$ cat src/rtl/tt_stim_pkg.sv
// Shared types and constants for the tt_um_* stimulus sequencer.
// The LFSR constants are only used when TT_STIM_LFSR_EN is defined.
package tt_stim_pkg;

    typedef enum logic [1:0] {
        ST_IDLE  = 2'd0,
        ST_RESET = 2'd1,
        ST_RUN   = 2'd2,
        ST_DONE  = 2'd3
    } state_t;

    localparam int          MAX_CH    = 16;
    localparam logic [15:0] LFSR_SEED = 16'hACE1;
    // Right-shifting Fibonacci form of x^16+x^14+x^13+x^11+1: feedback from bits 0,2,3,5
    localparam logic [15:0] LFSR_TAPS = 16'h002D;

endpackage

$ cat src/rtl/tt_stim_pattern.sv
// Per-epoch button pattern: walking one by default, 16-bit LFSR when TT_STIM_LFSR_EN is defined.
// init restarts the sequence at pattern(0); step advances to the next epoch's pattern.
module tt_stim_pattern
    import tt_stim_pkg::*;
#(
    parameter int CH = 8
) (
    input  logic          clk,
    input  logic          rst_n,
    input  logic          init,
    input  logic          step,
    output logic [CH-1:0] pattern
);

`ifdef TT_STIM_LFSR_EN
    logic [15:0] lfsr;

    always_ff @(posedge clk) begin
        if (!rst_n || init)
            lfsr <= LFSR_SEED;
        else if (step)
            lfsr <= {^(lfsr & LFSR_TAPS), lfsr[15:1]};
    end

    assign pattern = lfsr[CH-1:0];
`else
    localparam int IW = (CH > 1) ? $clog2(CH) : 1;

    logic [IW-1:0] idx;

    always_ff @(posedge clk) begin
        if (!rst_n || init)
            idx <= '0;
        else if (step)
            idx <= (idx == IW'(CH-1)) ? '0 : idx + IW'(1);
    end

    assign pattern = CH'(1) << idx;
`endif

endmodule

$ cat src/rtl/tt_stim_seq.sv
// Stimulus sequencer for tt_um_* designs: DUT reset, timed RUN with periodic button presses, DONE.
// Define TT_STIM_LFSR_EN to replace the walking-one press pattern with an LFSR pattern.
module tt_stim_seq
    import tt_stim_pkg::*;
#(
    parameter int CH           = 8,
    parameter int RST_CYCLES   = 3,
    parameter int RUN_CYCLES   = 1680000,
    parameter int PRESS_PERIOD = 420000,
    parameter int PRESS_LEN    = 1000,
    parameter int CNT_W        = 32
) (
    input  logic          clk,
    input  logic          rst_n,
    input  logic          start,
    input  logic          abort,
    output logic          dut_rst_n,
    output logic          ena,
    output logic [CH-1:0] ui_out,
    output logic          running,
    output logic          done,
    output logic          aborted,
    output logic [15:0]   epoch_cnt
);

    generate
        if (CH < 1 || CH > MAX_CH)
            $fatal(1, "tt_stim_seq: CH must be 1..%0d", MAX_CH);
        if (RST_CYCLES < 1)
            $fatal(1, "tt_stim_seq: RST_CYCLES must be >= 1");
        if (RUN_CYCLES < 1)
            $fatal(1, "tt_stim_seq: RUN_CYCLES must be >= 1");
        if (PRESS_PERIOD < 2)
            $fatal(1, "tt_stim_seq: PRESS_PERIOD must be >= 2");
        if (PRESS_LEN < 1 || PRESS_LEN >= PRESS_PERIOD)
            $fatal(1, "tt_stim_seq: PRESS_LEN must be 1..PRESS_PERIOD-1");
    endgenerate

    localparam logic [CNT_W-1:0] RST_LAST = CNT_W'(RST_CYCLES - 1);
    localparam logic [CNT_W-1:0] RUN_LAST = CNT_W'(RUN_CYCLES - 1);
    localparam logic [CNT_W-1:0] PH_LAST  = CNT_W'(PRESS_PERIOD - 1);
    localparam logic [CNT_W-1:0] PH_STEP  = CNT_W'(PRESS_PERIOD - 2);
    localparam logic [CNT_W-1:0] PL_C     = CNT_W'(PRESS_LEN);

    state_t           state;
    logic [CNT_W-1:0] rst_cnt;
    logic [CNT_W-1:0] run_k;
    logic [CNT_W-1:0] phase;
    logic [CNT_W-1:0] phase_inc;
    logic [CH-1:0]    pattern;
    logic             pat_init;
    logic             pat_step;

    assign phase_inc = phase + CNT_W'(1);
    assign pat_init  = start && (state == ST_IDLE || state == ST_DONE);
    // Advance on entry to the epoch's last cycle: always outside the press window,
    // so the next epoch's pattern is already settled when ui_out registers it.
    assign pat_step  = (state == ST_RUN) && (phase == PH_STEP);

    tt_stim_pattern #(.CH(CH)) u_pat (
        .clk     (clk),
        .rst_n   (rst_n),
        .init    (pat_init),
        .step    (pat_step),
        .pattern (pattern)
    );

    // Outputs are registered for the cycle being entered, so they track state with no lag.
    always_ff @(posedge clk) begin
        if (!rst_n) begin
            state     <= ST_IDLE;
            rst_cnt   <= '0;
            run_k     <= '0;
            phase     <= '0;
            dut_rst_n <= 1'b0;
            ena       <= 1'b0;
            ui_out    <= '0;
            running   <= 1'b0;
            done      <= 1'b0;
            aborted   <= 1'b0;
            epoch_cnt <= '0;
        end else if (pat_init) begin
            state     <= ST_RESET;
            rst_cnt   <= '0;
            dut_rst_n <= 1'b0;
            ena       <= 1'b1;
            ui_out    <= '0;
            running   <= 1'b0;
            done      <= 1'b0;
            aborted   <= 1'b0;
            epoch_cnt <= '0;
        end else begin
            case (state)
                ST_RESET: begin
                    if (rst_cnt == RST_LAST) begin
                        state     <= ST_RUN;
                        run_k     <= '0;
                        phase     <= '0;
                        dut_rst_n <= 1'b1;
                        running   <= 1'b1;
                        ui_out    <= pattern;
                        epoch_cnt <= 16'd1;
                    end else begin
                        rst_cnt <= rst_cnt + CNT_W'(1);
                    end
                end
                ST_RUN: begin
                    if (abort || run_k == RUN_LAST) begin
                        state   <= ST_DONE;
                        running <= 1'b0;
                        done    <= 1'b1;
                        aborted <= abort;
                        ui_out  <= '0;
                    end else begin
                        run_k <= run_k + CNT_W'(1);
                        if (phase == PH_LAST) begin
                            phase  <= '0;
                            ui_out <= pattern;
                            if (epoch_cnt != 16'hFFFF)
                                epoch_cnt <= epoch_cnt + 16'd1;
                        end else begin
                            phase  <= phase_inc;
                            ui_out <= (phase_inc < PL_C) ? pattern : '0;
                        end
                    end
                end
                default: ;
            endcase
        end
    end

endmodule

$ cat config.mk
export PLATFORM = sky130hd
export DESIGN_NAME = tt_stim_seq
export DESIGN_NICKNAME = d
export VERILOG_FILES = /design/src/rtl/tt_stim_pkg.sv /design/src/rtl/tt_stim_pattern.sv /design/src/rtl/tt_stim_seq.sv
export SDC_FILE = /design/constraint.sdc
export NUM_CORES = 1
export LEC_CHECK = 0
export CORE_UTILIZATION = 30
export CTS_CLUSTER_SIZE = 8
export DETAILED_ROUTE_END_ITERATION = 6
export HOLD_SLACK_MARGIN = 0.08
export PLACE_DENSITY_LB_ADDON = 0.12
export RECOVER_POWER = 100
export SLEW_MARGIN = 15
export SYNTH_ARGS = -nofsm -noshare
export SYNTH_HDL_FRONTEND = slang
export SYNTH_SLANG_ARGS = --single-unit
$ cat constraint.sdc
create_clock -name clk -period 3.3 [get_ports clk]
set_input_delay 0.495 -clock clk [delete_from_list [all_inputs] [get_ports clk]]
set_output_delay 0.495 -clock clk [all_outputs]
set_load 0.005 [all_outputs]
; ---- Yosys cells after proc, flatten, opt, wreduce, memory -nomap -nowiden
; Index checks and enable logic that the tools add are counted.
; W data, S select, Z words.
[classes]
addsub = 5
multipliers = 0
n_div = 0
order_cmp = 1
n_eq_ne = 16
n_shift = 1
n_mux = 24
n_bitwise = 3
n_reduce_logical = 18
[op_table]
columns = operator, count
row1 = $mux W32, 4
row2 = $pmux W32 S2, 2
row3 = $add A32 B1 Y32 const B, 3
row4 = $eq A32 B19 Y1 const B, 2
row5 = $mux W16, 4
row6 = $eq A32 B2 Y1 const B, 1
row7 = $eq A32 B21 Y1 const B, 1
row8 = $lt A32 B10 Y1 const B, 1
row9 = $mux W8, 4
row10 = $pmux W16 S2, 1
row11 = $add A16 B1 Y16 const B, 1
row12 = $ne A16 B16 Y1 const B, 1
row13 = $pmux W8 S2, 1
row14 = $reduce_and A2 Y1, 4
row15 = $shl A1 B3 Y8 const A, 1
row16 = $ne A2 B1 Y1 const B, 3
row17 = $reduce_and A3 Y1, 2
row18 = $reduce_and A5 Y1, 1
row19 = $eq A2 B2 Y1 const B, 2
row20 = $mux W2, 2
row21 = $ne A2 B2 Y1 const B, 2
row22 = $pmux W2 S2, 1
row23 = $reduce_and A4 Y1, 1
row24 = $add A3 B1 Y3 const B, 1
row25 = 15 further kinds, 22
[totals]
register_bits = 130
latchBits = 0
ram_bits = 0
romBits = 0
out_inout_bits = 29
elab_cells = 81
mem_count = 0

; ---- Logic depth before layout (Yosys ltp)
; Gate-level depths: netlist (run 1).
[logic_depth]
ltp_word = 6
ltp_mapped = 10

; ---- Cells and area by module
; From an unflattened synthesis (run 1), not the netlist that was laid out.
[hier_totals]
cells_unflattened = 894
area_unflattened_um2 = 7175.6
[modules_own_cells]
columns = mod, instances, cells_per_inst, area_per_inst_um2, seq_area_each_um2
row1 = tt_stim_seq, 1, 867, 6931.6, 2542.4
row2 = tt_stim_pattern, 1, 27, 244.0, 60.1

; ---- Worst setup path before layout (run 1)
; OpenSTA, ideal clock, no wires.
[synth_path]
path_type = register to register
startpoint = reg phase[0]
endpoint = reg epoch_cnt[9]
setup_ns = 0.128
t_arrival_ns = 2.392
path_slack_ns = 0.781
path_stages_with_launch = 10
n_path_buf = 2
cell_sequence = dfxtp_1 -> ha_1 -> clkbuf_1 -> nand3_1 -> o41ai_4 -> o2111ai_2 -> buf_6 -> nor4_2 -> xnor2_1 -> nor2_1
[synth_between]
elab_chain_cells = 3
[synth_lines]
columns = item, line_no
row1 = from (decl), tt_stim_seq.sv:48  ; logic [CNT_W-1:0] phase;
row2 = from (signal assigned), tt_stim_seq.sv:122  ; phase <= phase_inc;
row3 = $eq A32 B19 Y1, tt_stim_seq.sv:116  ; if (phase == PH_LAST) begin
row4 = $ne A2 B1 Y1 (no source line), --
row5 = $reduce_and A5 Y1 (no source line), --
row6 = to (signal assigned), tt_stim_seq.sv:120  ; epoch_cnt <= epoch_cnt + 16'd1;
row7 = to (decl), tt_stim_seq.sv:23  ; output logic [15:0] epoch_cnt
; Every way passes these cells.
; A chain may end at the register's enable or synchronous reset.

; ---- Worst setup path in the final report (run 1)
[layout_path]
startpoint = reg rst_cnt[0]
endpoint = reg phase[10]
[layout_between]
elab_chain_cells = 3
[layout_lines]
columns = item, line_no
row1 = from (decl), tt_stim_seq.sv:46  ; logic [CNT_W-1:0] rst_cnt;
row2 = from (signal assigned), tt_stim_seq.sv:104  ; rst_cnt <= rst_cnt + CNT_W'(1);
row3 = $eq A32 B2 Y1, tt_stim_seq.sv:95  ; if (rst_cnt == RST_LAST) begin
row4 = $ne A2 B2 Y1 (no source line), --
row5 = $reduce_and A4 Y1 (no source line), --
; Every way passes these cells.

==> results of run 1 <==
## metal layers
layer	global-route usage	wire length (um)	part of all wire
met4	0.0401	170	0.0091
met3	0.0328	520	0.028
met5	0	0	0
met1	0.222	9410	0.50
met2	0.260	8650	0.46
## final cells by class
class,count,area (um^2)
repair buffers,55,478
well taps,313,392
fillers,2403,14600
multi-input cells,694,4190
flip-flops and latches,130,2600
inverters,23,86.3
clock buffers,17,425
clock inverters,15,171
## metrics by stage
stage | area [um^2] | cells | util | setup WS (ns) | total power [mW]
4_1_cts | 8400 | 1247 | 0.367 | 0.441 | 4.43
2_1_floorplan | 7110 | 895 | - | 0.781 | 2.22
3_3_place_gp | 7800 | 1215 | 0.340 | 0.480 | 2.49
6_report | 8350 | 1247 | 0.364 | 0.334 | 4.33
5_1_grt | 8350 | 1247 | 0.364 | 0.0658 | 4.56
3_5_place_dp | 7800 | 1215 | 0.340 | 0.445 | 2.49
## critical path: cells and delay by family (launching register included)
kind / cells / cell delay [ns]
buf+inv: 2 / 0.40
fa+ha+maj: 1 / 0.14
simple gates: 4 / 1.08
flops: 1 / 0.32
compound gates: 3 / 0.97
## state kept, by name, summed over array words and instances, names as in the netlist
| signal | cells |
|---|---|
| phase | 32 |
| rst_cnt | 32 |
| run_k | 32 |
| epoch_cnt | 16 |
| ui_out | 8 |
| u_pat.idx | 3 |
| state | 2 |
| aborted | 1 |
| done | 1 |
| dut_rst_n | 1 |
| ena | 1 |
| running | 1 |
## final timing paths
| check | startpoint | end |
|---|---|---|
| worst max-delay path | rst_cnt[0] | phase[10] |
| worst min-delay path | ui_out[5] | ui_out[5] |
| worst max register to register | rst_cnt[0] | phase[10] |
| worst min register to register | ui_out[5] | ui_out[5] |
## power by group
group	internal, mW	switching (mW)	leakage (nW)
combinational	0.228	0.535	1.35
clock	1.13	0.789	0.280
sequential	1.61	0.0346	1.05
## cells in the final DEF (no fill, tap or decap), types with 9 or more instances in the layout
master,n
nand4_1,27
dfxtp_1,130
and3_1,24
nor2_1,101
xnor2_1,57
a21boi_0,13
nand2_1,87
dlygate4sd3_1,30
buf_4,18
clkbuf_16,17
and4_1,9
nor4_1,24
or3_1,20
ha_1,15
o21ai_0,55
a21oi_1,35
and2_1,11
nor3_1,40
nand3_1,40
o31ai_1,11
xor2_1,13
and2_0,17
inv_1,22
## cells by family after synthesis
kind of cell    Yosys count
xor+xnor                 70
simple gates            437
compound gates          169
flops                   130
buf+inv                  71
fa+ha+maj                15
mux                       3
==> impl_metrics.csv, run 1 <==
group,metric,value,unit
run_status,outcome,"complete, but fails checks",
run_status,violations,"max-capacitance violations, max-slew violations",
layout,final_nets,940,
routing,totalWireLength,18.8,mm
timing,period_minus_slack,2.97,ns
placement,routabilityCongestion,0.784,
global_routing,grt_pass1_wl,31.5,mm
logic_synthesis,syn-num-nets,914,
global_routing,grt_max_degree,52,
logic_synthesis,yosys.area.top_type,"dfxtp_1",
routing,vias,6358,
clock_tree,holdBufCountCts,0,
timing,slew_violations,40,
setup_path,cp_max_fo,14,
hold_path,hold_class,"reg -> reg",
routing,ant_nets,0,
clock_tree,cts_num_sinks,130,
timing,finalSetupTns,0,ns
clock_tree,cts_buffers,17,
timing,min_period_over_period,0.899,
clock_tree,clock_path_buffers,2,
global_routing,antenna_found_initial,0,
setup_path,r2r_setup_slack,0.33,ns
logic_synthesis,yosysSeqAreaShare,0.366,
setup_path,crit_path_end_kind,"flop",
clock_tree,cts_tree,"yes",
placement,hpwlAfterDp,13.0,mm
routing,drt-pass1-iter-count,5,
clock_tree,cts-root-buf,"clkbuf_16",
layout,syn_to_final_growth,17.5,%
layout,drive_gt1_frac,0.0728,
global_routing,grt_pass1_vias,6029,
timing,rsz0062_at_grt,"false",
logic_synthesis,synth_top_cells_by_count,"130 x dfxtp_1, 101 x nor2_1, 87 x nand2_1, 57 x xnor2_1, 54 x o21ai_0",
logic_synthesis,synth-edff-count,0,
logic_synthesis,avgSynthCellArea,7.94,um^2
clock_tree,clk_latency,0.42,ns
timing,max_slew_margin,-0.103,
power_and_ir_drop,peakVddDrop,330,uV
timing,holdWs,0.454,ns
logic_synthesis,async_flop_share,0,
logic_synthesis,synth_fa_ha_area_frac,0.0264,
setup_path,path_cells,"inv_1 -> ha_1 -> nor4b_1 -> nand4_1 -> o31a_1 -> a211oi_1 -> nand2_1 -> clkbuf_2 -> nor3_1 -> o221a_2",
logic_synthesis,synthMuxAreaShare,0.00423,
clock_tree,path_clk_slew,0.06,ns
setup_path,slowest_stage,"nor3_1",
logic_synthesis,syn_area,7110,um^2
routing,wire_per_inst,15.0,um
logic_synthesis,synth_cell_types,62,
logic_synthesis,ys_ff_latch,130,
timing,hold_viol,0,
floorplan,dieWidth,156,um
logic_synthesis,synth.most_common_cell,"dfxtp_1",
logic_synthesis,synth_top_family_by_area,"simple AND/OR/NAND/NOR gates",
clock_tree,htree_levels,4,
floorplan,initial_utilization,0.310,
global_routing,grt.overflow.total,0,
hold_path,hold_path_depth,2,
power_and_ir_drop,power.density,519,nW/um^2
logic_synthesis,synth-xor-area-share,0.0863,
clock_tree,cts_setup_buffers,0,
placement,io_buffers,32,
logic_synthesis,synth_compound_area_frac,0.158,
setup_path,cp.required,3.66,ns
logic_synthesis,syn_inst,895,
logic_synthesis,synth_top_area_share,0.366,
logic_synthesis,ys_dominant_reg_cell,"dfxtp_1",
timing,finalSetupViolCount,0,
logic_synthesis,ys_warn_count,0,
floorplan,die_area,24300,um^2
setup_path,cpPeakStageDelay,0.48,ns
job,maxCapViolations,1,
routing,viasPerCell,5.10,
power_and_ir_drop,p_leak,2.68,nW
floorplan,fp.dieH,156,um
setup_path,startpoint_type,"flop",
setup_path,ff2ff_path_depth,10,
routing,drc_errors,0,
clock_tree,cts_resized,0,
logic_synthesis,synthSimpleGateAreaFrac,0.319,
setup_path,crit_type,"reg -> reg",
layout,n_antenna_cell,0,
timing,worstMarginPinSlew,1.65,ns
global_routing,grt_use_total,0.162,
timing,fin_skew,0.0106,ns
setup_path,crit_arrival,3.32,ns
floorplan,fp.coreArea,22900,um^2
floorplan,ios,33,
routing,drt-initial-drc-count,270,
timing,fmax,337,MHz
floorplan,rows,55,
logic_synthesis,synth.area.top_cells,"dfxtp_1 37%, xnor2_1 7.0%, nor2_1 5.3%",
Power figures use the tool's default switching activity.
==> run 2, diff against run 1 <==
--- a/config.mk
+++ b/config.mk
@@ -12,4 +12,5 @@
 export PLACE_DENSITY_LB_ADDON = 0.12
 export RECOVER_POWER = 100
+export SKIP_LAST_GASP = 1
 export SLEW_MARGIN = 15
 export SYNTH_ARGS = -nofsm -noshare
==> constraint.sdc (replaced) <==
create_clock -name clk -period 2.8 [get_ports clk]
set_input_delay 0.84 -clock clk [delete_from_list [all_inputs] [get_ports clk]]
set_output_delay 0.84 -clock clk [all_outputs]
set_load 0.005 [all_outputs]
==> run 2 against run 1 <==
The run now ends clean. Maximum frequency is 13% higher. Setup slack got worse by 0.15 ns. Via count increased by 1.0%. Register-to-register slack got worse by 0.15 ns. Total power rose by 22%. Clock skew grew 0.0015 ns. Critical path depth decreased by 1. Sequential cell count unchanged. Largest cell class unchanged. Clock power is 20% higher. Cell count is 2.6% higher. Worst hold slack lost 0.0083 ns.
==> impl_metrics.csv, run 2 (synthesis results as in run 1) <==
group,metric,value,unit
run_status,outcome,"finished clean",
power_and_ir_drop,power.density,609,nW/um^2
hold_path,hold_class,"reg -> reg",
routing,ant_nets,0,
global_routing,antenna_found_initial,1,
setup_path,startpoint_type,"flop",
clock_tree,cts_buffers,17,
timing,period_minus_slack,2.62,ns
setup_path,crit_type,"reg -> reg",
timing,fmax,382,MHz
layout,n_antenna_cell,0,
timing,worstMarginPinSlew,0.785,ns
layout,final_common_cell,"dfxtp_1",
layout,multi_input_area,4230,um^2
layout,syn_to_final_growth,21.7,%
routing,m1WireLength,9.16,mm
clock_tree,holdBufCountCts,0,
clock_tree,cts_resized,0,
placement,io_buffers,32,
setup_path,crit_path_end_kind,"flop",
setup_path,crit_arrival,2.98,ns
timing,timing.final.ws_setup,0.182,ns
power_and_ir_drop,p_leak,2.86,nW
clock_tree,cts_tree,"yes",
floorplan,initial_utilization,0.310,
routing,drt-initial-drc-count,308,
clock_tree,clk_latency,0.42,ns
clock_tree,clock_path_buffers,2,
layout,final_cell_mix,"130 x dfxtp_1, 101 x nor2_1, 86 x nand2_1, 57 x xnor2_1, 53 x o21ai_0",
power_and_ir_drop,p_total,5.27,mW
setup_path,cp.required,3.17,ns
global_routing,grt_use_total,0.164,
layout,largestRegisters,"phase: 32 flops, rst_cnt: 32 flops, run_k: 32 flops",
global_routing,grt.overflow.total,0,
floorplan,dieWidth,156,um
routing,top_layer,"met5",
timing,finalSetupViolCount,0,
routing,drc_errors,0,
layout,n_fill_cell,2413,
timing,min_period_over_period,0.935,
timing,finalSetupTns,0,ns
clock_tree,cts_num_sinks,130,
global_routing,grt_max_degree,40,
timing,fin_skew,0.0121,ns
routing,totalWireLength,18.8,mm
routing,wire_per_inst,14.7,um
global_routing,grt_pass1_wl,31.9,mm
layout,stdcell_area,8650,um^2
routing,vias,6423,
routing,dr_wl_met2,8.85,mm
timing,hold_viol,0,
clock_tree,cts_setup_buffers,0,
timing,max_slew_margin,0.477,
job,maxCapViolations,0,
timing,holdWs,0.446,ns
setup_path,cp_max_fo,20,
floorplan,ios,33,
placement,placed_area,8090,um^2
timing,slew_violations,0,
clock_tree,htree_levels,4,
clock_tree,path_clk_slew,0.06,ns
routing,met3_length,549,um
placement,dp_slack,-0.0786,ns
floorplan,fp.dieH,156,um
layout,final_nets,972,
global_routing,grt_pass1_vias,6297,
floorplan,die_area,24300,um^2
routing,drt-pass1-iter-count,5,
placement,routabilityCongestion,0.836,
floorplan,fp.coreArea,22900,um^2
power_and_ir_drop,peakVddDrop,305,uV
layout,regArea,2600,um^2
placement,hpwlAfterDp,13.2,mm
layout,drive_gt1_frac,0.107,
routing,viasPerCell,5.02,
timing,rsz0062_at_grt,"true",
clock_tree,cts-root-buf,"clkbuf_16",
floorplan,rows,55,
-- run 2: cell count changes in the layout (fill, tap and decap cells not counted), moves of 3 or more --
cell,previous run,this run
and2_0,17,8
clkbuf_1,2,7
and2_1,11,20
buf_4,18,40
clkinvlp_4,4,1
-- run 2: layout make-up --
type	instances	share of cell area
Sequential cell	130	0.301
Clock inverter	14	0.0205
Tap cell	313	0.0453
Clock buffer	18	0.0496
Inverter	23	0.00998
Multi-Input combinational cell	694	0.489
Timing Repair Buffer	87	0.0843
-- run 2: final timing paths --
kind / start / endpoint / slack [ns] / cells past startpoint
setup / recovery: rst_cnt[5] / phase[10] / 0.18 / 9
hold / removal: ui_out[2] / ui_out[2] / 0.45 / 2
setup reg to reg: rst_cnt[5] / phase[10] / 0.18 / 9
hold reg to reg: ui_out[2] / ui_out[2] / 0.45 / 2
-- run 2: routing by layer --
layer | vias up | GRT usage
li1 | 3325 | -
met1 | 2998 | 0.210
met2 | 80 | 0.271
met3 | 18 | 0.0386
met4 | 2 | 0.0514
met5 | - | 0
-- run 2: worst max-delay path, cell delays in order (launching register included) --
cell and delay [ns]:
dfxtp_1 0.33, nor4_1 0.42, nand4_1 0.22, o31a_1 0.35, a211oi_1 0.30, nand2_1 0.12, buf_4 0.24, nor3_1 0.19
clkbuf_1 0.18, o221a_2 0.20
-- run 2: per-stage QoR --
step,util,cells
3_5_place_dp,0.353,1247
6_report,0.378,1279
2_1_floorplan,-,895
5_1_grt,0.378,1279
3_3_place_gp,0.353,1247
4_1_cts,0.380,1279
-- run 2: where the power goes --
| part | switching (mW) | leakage [nW] | internal [mW] |
|---|---|---|---|
| registers | 0.0458 | 1.05 | 1.90 |
| logic | 0.642 | 1.51 | 0.368 |
| clock network | 0.900 | 0.296 | 1.41 |
| total | 1.59 | 2.86 | 3.68 |
